File: src/rtl/lcd_pkg.sv
// lcd_pkg: shared types, mode encoding, colour-bar table and width helper
// for the LCD timing generator.
package lcd_pkg;

    typedef enum logic [1:0] {MODE_EXT, MODE_BARS, MODE_SOLID, MODE_CHECK} mode_e;
    typedef enum logic [1:0] {IDLE, RUN, STOPPING} state_e;

    // {r, g, b} saturation flags: white, yellow, cyan, green, magenta, red, blue, black
    localparam logic [2:0] BAR_TAB [8] = '{3'b111, 3'b110, 3'b011, 3'b010,
                                           3'b101, 3'b100, 3'b001, 3'b000};

    function automatic int w_of(input int n);
        return n > 1 ? $clog2(n) : 1;
    endfunction

endpackage

File: src/rtl/lcd_pattern_gen.sv
// lcd_pattern_gen: combinational test-pattern colour for a pixel position.
module lcd_pattern_gen
    import lcd_pkg::*;
#(
    parameter int H_ACTIVE = 480,
    parameter int XW = 9,
    parameter int YW = 9,
    parameter int R_W = 5,
    parameter int G_W = 6,
    parameter int B_W = 5
) (
    input  logic [XW-1:0]  x,
    input  logic [YW-1:0]  y,
    input  mode_e          mode,
    output logic [R_W-1:0] r,
    output logic [G_W-1:0] g,
    output logic [B_W-1:0] b
);

    localparam int BAR_W = H_ACTIVE / 8;

    logic [2:0] bar;
    logic [2:0] rgb;
    logic       chk;

    always_comb begin
        bar = BAR_TAB[3'(x / XW'(BAR_W))];
        // bit 4 of x/y; narrow rasters simply have it tied low
        chk = (|(x & XW'(16))) ^ (|(y & YW'(16)));
        rgb = mode == MODE_BARS  ? bar :
              mode == MODE_SOLID ? 3'b111 :
              mode == MODE_CHECK ? {3{chk}} : 3'b000;
        r = {R_W{rgb[2]}};
        g = {G_W{rgb[1]}};
        b = {B_W{rgb[0]}};
    end

endmodule

File: src/rtl/lcd_timing_gen.sv
// lcd_timing_gen: RGB panel timing generator; issues upstream pixel requests and
// aligns sync, DEN and colour through a PIX_LAT-deep delay line.
module lcd_timing_gen
    import lcd_pkg::*;
#(
    parameter int H_ACTIVE = 480,
    parameter int H_FP = 8,
    parameter int H_SYNC = 4,
    parameter int H_BP = 43,
    parameter int V_ACTIVE = 272,
    parameter int V_FP = 8,
    parameter int V_SYNC = 4,
    parameter int V_BP = 12,
    parameter int HS_POL = 0,
    parameter int VS_POL = 0,
    parameter int R_W = 5,
    parameter int G_W = 6,
    parameter int B_W = 5,
    parameter int PIX_LAT = 1,
    localparam int XW = w_of(H_ACTIVE),
    localparam int YW = w_of(V_ACTIVE)
) (
    input  logic           clk,
    input  logic           reset,
    input  logic           enable,
    input  logic [1:0]     mode,
    output logic           pix_req,
    output logic [XW-1:0]  pix_x,
    output logic [YW-1:0]  pix_y,
    input  logic [R_W-1:0] pix_r,
    input  logic [G_W-1:0] pix_g,
    input  logic [B_W-1:0] pix_b,
    output logic [R_W-1:0] lcd_r,
    output logic [G_W-1:0] lcd_g,
    output logic [B_W-1:0] lcd_b,
    output logic           lcd_hsync,
    output logic           lcd_vsync,
    output logic           lcd_den,
    output logic           frame_start,
    output logic           line_start
);

    localparam int H_TOTAL = H_ACTIVE + H_FP + H_SYNC + H_BP;
    localparam int V_TOTAL = V_ACTIVE + V_FP + V_SYNC + V_BP;
    localparam int HW = $clog2(H_TOTAL + 1);
    localparam int VW = $clog2(V_TOTAL + 1);
    localparam logic [HW-1:0] H_A = HW'(H_ACTIVE);
    localparam logic [HW-1:0] H_S0 = HW'(H_ACTIVE + H_FP);
    localparam logic [HW-1:0] H_S1 = HW'(H_ACTIVE + H_FP + H_SYNC);
    localparam logic [HW-1:0] H_L = HW'(H_TOTAL - 1);
    localparam logic [VW-1:0] V_A = VW'(V_ACTIVE);
    localparam logic [VW-1:0] V_S0 = VW'(V_ACTIVE + V_FP);
    localparam logic [VW-1:0] V_S1 = VW'(V_ACTIVE + V_FP + V_SYNC);
    localparam logic [VW-1:0] V_L = VW'(V_TOTAL - 1);
    localparam logic HSP = 1'(HS_POL);
    localparam logic VSP = 1'(VS_POL);

    typedef struct packed {
        logic          act;
        logic          hs;
        logic          vs;
        logic          fs;
        logic          ls;
        logic [XW-1:0] x;
        logic [YW-1:0] y;
        mode_e         mode;
    } stage_t;

    state_e         state, state_nx;
    logic [HW-1:0]  h_cnt;
    logic [VW-1:0]  v_cnt;
    mode_e          mode_q, mode_cur;
    logic           run, h_last, f_last;
    stage_t         s0, tap;
    stage_t         dly [1:PIX_LAT];
    logic [R_W-1:0] pat_r;
    logic [G_W-1:0] pat_g;
    logic [B_W-1:0] pat_b;

    always_comb begin
        run = state != IDLE;
        h_last = h_cnt == H_L;
        f_last = h_last && v_cnt == V_L;
        // RUN and STOPPING differ only in whether the frame end drops to IDLE
        state_nx = enable ? RUN : (state == IDLE || f_last) ? IDLE : STOPPING;
        mode_cur = (run && h_cnt == '0 && v_cnt == '0) ? mode_e'(mode) : mode_q;
        s0 = '0;
        s0.act = run && h_cnt < H_A && v_cnt < V_A;
        s0.hs = run && h_cnt >= H_S0 && h_cnt < H_S1;
        s0.vs = run && v_cnt >= V_S0 && v_cnt < V_S1;
        s0.fs = run && h_cnt == '0 && v_cnt == '0;
        s0.ls = run && h_cnt == '0 && v_cnt < V_A;
        s0.x = h_cnt[XW-1:0];
        s0.y = v_cnt[YW-1:0];
        s0.mode = mode_cur;
        pix_req = s0.act && mode_cur == MODE_EXT;
        pix_x = s0.x;
        pix_y = s0.y;
    end

    assign tap = dly[PIX_LAT];

    lcd_pattern_gen #(
        .H_ACTIVE(H_ACTIVE), .XW(XW), .YW(YW), .R_W(R_W), .G_W(G_W), .B_W(B_W)
    ) u_pat (
        .x(tap.x), .y(tap.y), .mode(tap.mode), .r(pat_r), .g(pat_g), .b(pat_b)
    );

    always_ff @(posedge clk or posedge reset) begin
        if (reset) begin
            state <= IDLE;
            h_cnt <= '0;
            v_cnt <= '0;
            mode_q <= MODE_EXT;
            for (int i = 1; i <= PIX_LAT; i++) dly[i] <= '0;
            lcd_r <= '0;
            lcd_g <= '0;
            lcd_b <= '0;
            lcd_hsync <= ~HSP;
            lcd_vsync <= ~VSP;
            lcd_den <= 1'b0;
            frame_start <= 1'b0;
            line_start <= 1'b0;
        end else begin
            state <= state_nx;
            h_cnt <= !run || h_last ? '0 : h_cnt + 1'b1;
            v_cnt <= !run ? '0 : !h_last ? v_cnt : v_cnt == V_L ? '0 : v_cnt + 1'b1;
            mode_q <= mode_cur;
            dly[1] <= s0;
            for (int i = 2; i <= PIX_LAT; i++) dly[i] <= dly[i-1];
            lcd_r <= tap.act ? (tap.mode == MODE_EXT ? pix_r : pat_r) : '0;
            lcd_g <= tap.act ? (tap.mode == MODE_EXT ? pix_g : pat_g) : '0;
            lcd_b <= tap.act ? (tap.mode == MODE_EXT ? pix_b : pat_b) : '0;
            lcd_hsync <= tap.hs ? HSP : ~HSP;
            lcd_vsync <= tap.vs ? VSP : ~VSP;
            lcd_den <= tap.act;
            frame_start <= tap.fs;
            line_start <= tap.ls;
        end
    end

endmodule

File: config.mk
export PLATFORM = sky130hd
export DESIGN_NAME = lcd_timing_gen
export DESIGN_NICKNAME = d
export VERILOG_FILES = /design/src/rtl/lcd_pkg.sv /design/src/rtl/lcd_pattern_gen.sv /design/src/rtl/lcd_timing_gen.sv
export SDC_FILE = /design/constraint.sdc
export NUM_CORES = 1
export LEC_CHECK = 0
export ABC_CLOCK_PERIOD_IN_PS = 1850
export CAP_MARGIN = 25
export CORE_ASPECT_RATIO = 0.6
export CORE_MARGIN = 2
export CORE_UTILIZATION = 45
export CTS_CLUSTER_DIAMETER = 150
export DETAILED_ROUTE_END_ITERATION = 7
export HOLD_SLACK_MARGIN = 0.08
export PLACE_DENSITY = 0.76
export SYNTH_ARGS = -nofsm -noshare
export SYNTH_HDL_FRONTEND = slang
export SYNTH_SLANG_ARGS = --single-unit
File: constraint.sdc
create_clock -name clk -period 1.85 [get_ports clk]
set_clock_uncertainty 0.15 [all_clocks]
set_input_delay 0.37 -clock clk [delete_from_list [all_inputs] [get_ports clk]]
set_output_delay 0.37 -clock clk [all_outputs]
set_load 0.02 [all_outputs]
==> key figures <==
Run status
  • Status: finished with violations
  • Violated checks: negative setup slack

Critical path
  • Worst EP required: 1330 ps
  • Setup CP Type: reg -> out
  • Crit path largest cell delay: 430 ps
  • R2R depth: 8
  • CP max FO: 3
  • Startpoint Class: flip-flop
  • WP data arrival: 1970 ps
  • Worst-path cell chain: nor4_4 > nand3_2 > nor3_4 > mux2i_4 > buf_6
  • Critical R2R Capture: pix_y[7]
  • Crit. Startpoint: pix_y[7]
  • Worst Setup EP: pix_req
  • Crit path capture type: output pin
  • FF-to-FF Start: h_cnt[1]
  • FF-to-FF setup slack: -260 ps
  • CP max stage cell: dfrtp_1

Yosys
  • Main area contributors after synthesis: dfrtp_1, buf_4, o21a_1
  • Synth Warn #: 0
  • Yosys cell types: 51
  • Synth Net Count: 274
  • Syn Inst Count: 248
  • EDFF count, synth: 0
  • Post-synth ARST share: 100.0%
  • Seq/Total Area, Yosys: 53.07%
  • Synth Register Bits: 57
  • Post-synthesis area per instance: 10.86 sq um
  • Netlist Area Pre-Place: 2693 sq um
  • Top FF cell, synth: dfrtp_1
  • Leading area contributor after synthesis: dfrtp_1
  • Top-area cell type share of the netlist area: 51.12%

Clock tree
  • CTS hold repair buffers: 0
  • Clk_lat worst skew: 350 ps
  • TritonCTS Buffers: 9
  • CTS max path bufs: 2
  • Clock-pin slew of the registers on the worst-case setup and hold paths: 70 ps
  • H-Tree Depth: 3
  • Sink Count: 57
  • Clk root buf: clkbuf_8
  • CTS tree: yes

Timing
  • Final setup violation count: 9
  • WHS: 200.2 ps
  • Minimum clock period: 2489 ps
  • RSZ-0062 raised after global routing: yes
  • Final period utilization: 134.6%
  • Fmax achieved: 0.4017 GHz
  • Setup WS post-layout: -639.3 ps
  • Fin. max-slew vios: 0
  • Final Hold Fails: 0
  • Least-Margin Pin Slew: 397.3 ps
  • Max-slew headroom: 73.46%

Finish
  • Antenna Cells: 0
  • Most common cell after layout, fill and taps aside: dfrtp_1
  • Util after Layout: 70.24%
  • Fin nets: 368
  • Non-Filler Instances: 427
  • Layout cells sized above 1: 30.26%
  • Commonest cells after routing, fill and taps aside: dfrtp_1, buf_4, clkdlybuf4s50_1, nor2_1, dlygate4sd2_1
  • Area Overhead vs Synth: 48.05%
  • Fillers: 407

Detailed routing
  • WL/cell: 16.68 um
  • First-pass iteration count of the detailed router: 4
  • ANT nets after route: 0
  • DRC Markers: 0
  • Total Wirelength: 7.123 mm
  • Drt initial violations: 139
  • Vias post-DR: 2225
  • Vias per cell: 5.211

Die
  • Die W: 103.9 um
  • Row count: 21
  • Die Ht: 63.92 um
  • Overall die area: 6638 sq um
  • Initial core utilization: 47.44%
  • IO Pins: 61
  • Core Area: 5675 sq um

Global route
  • First-pass GRT wire length: 11.21 mm
  • Global Route Usage Sum: 22.63%
  • Initial antenna violation count: 0
  • Largest net degree at the start of global routing: 26
  • Grt ovf: 0
  • Number of global-route vias before repair: 2182

Placement
  • I/O Buffers: 60
  • Dpl cells: 403
  • DP Wirelength: 4.714 mm
  • Placer's final routability congestion estimate: 0.8912

Pwr
  • PwrDens: 1078 nW/um^2
  • Maximum vdd drop: 0.0005877 V
  • Leakage power: 1.828 nW

Worst hold path
  • Hold Path Class: reg -> reg
  • Hold Path Origin: dly[22]

Job
  • Maxcap violations: 0
## worst max-delay path, delay by kind of cell, from the launching register on
family        cells  cell delay [ps]
mux               1              290
simple gates      3              760
buf+inv           1              140
flops             1              430
## layer usage
metal  GRT usage, %  vias up  part of all wire, %
li1               -     1042                    -
met1          30.98     1084                   45
met2          32.15       90                   44
met3          10.41        9                  9.0
met4          6.757        0                  1.3
met5              0        -                    0
## power by group
| group | internal [mW] | switching [mW] | leakage [nW] | total [mW] |
|---|---|---|---|---|
| clock network | 0.659 | 0.545 | 0.0985 | 1.20 |
| logic | 0.740 | 0.776 | 1.00 | 1.52 |
| registers | 1.50 | 0.0791 | 0.727 | 1.58 |
## cell type report
type	instances	area, sq um	area share [%]
Clock buffer	10	137.6	3.453
Timing Repair Buffer	111	1021	25.61
Clock inverter	6	67.56	1.695
Sequential cell	57	1434	35.97
Multi-Input combinational cell	153	1185	29.72
Tap cell	80	100.1	2.511
Inverter	10	41.29	1.036
## cells in the mapped netlist, types with 2 or more instances
cell type  count
dfrtp_1       55
nor2_1        20
buf_4         19
nand3_1       17
o21a_1        13
inv_1         10
nand2_1       10
o21ai_0        9
xnor2_1        9
nor3_1         7
a21oi_1        5
clkbuf_1       5
ha_1           5
buf_2          4
xor2_1         4
a31oi_1        3
and3_1         3
nand4_1        3
or3_1          3
dfstp_2        2
mux2_1         2
mux2i_1        2
nand2b_1       2
nor3_4         2
nor3b_1        2
nor4_2         2
o2111ai_1      2
o211ai_1       2
o31ai_1        2
or2_2          2
or4_1          2
## registers in the layout (all words and copies together) (netlist names)
register     cells
dly             13
frame_start      1
h_cnt           10
lcd_b            5
lcd_den          1
lcd_g            6
lcd_hsync        1
lcd_r            5
lcd_vsync        1
line_start       1
mode_q           2
pix_y            9
state            2
## kinds of logic after synthesis
kind of cell	share of synthesized area (%)
flip-flops	53.07
buffers and inverters	8.132
multiplexers	1.580
AND/OR/NAND/NOR	18.59
XOR/XNOR	4.229
AO/OA/AOI/OAI	11.71
adder cells (fa/ha/maj)	2.695
## through the flow
stage / TNS, ps / power (mW) / worst slack [ps] / instance area (sq um)
2_1_floorplan: -162.0 / 2.381 / -162.0 / 2709
4_1_cts: -1251 / 4.300 / -627.5 / 3835
6_report: -2023 / 4.296 / -639.3 / 3986
3_5_place_dp: -1441 / 3.056 / -773.7 / 3576
3_3_place_gp: -946.5 / 3.026 / -643.6 / 3576
5_1_grt: -2668 / 4.507 / -741.1 / 3986
## how the worst min path moves through the flow
stage / end / depth (start not counted)
finish: lcd_vsync / 1
CTS: lcd_vsync / 1
global placement: frame_start / 0
global route: dly[22] / 2
detailed placement: lcd_vsync / 1
floorplan: frame_start / 0
## timing repair
action                     in CTS  in global routing
resized for setup              36                 34
hold endpoints to repair        0                  0
pin swaps                       3                  8
setup buffers                   3                  6
setup endpoints to repair      33                 37
No activity file was read; power rests on OpenSTA's default activity.
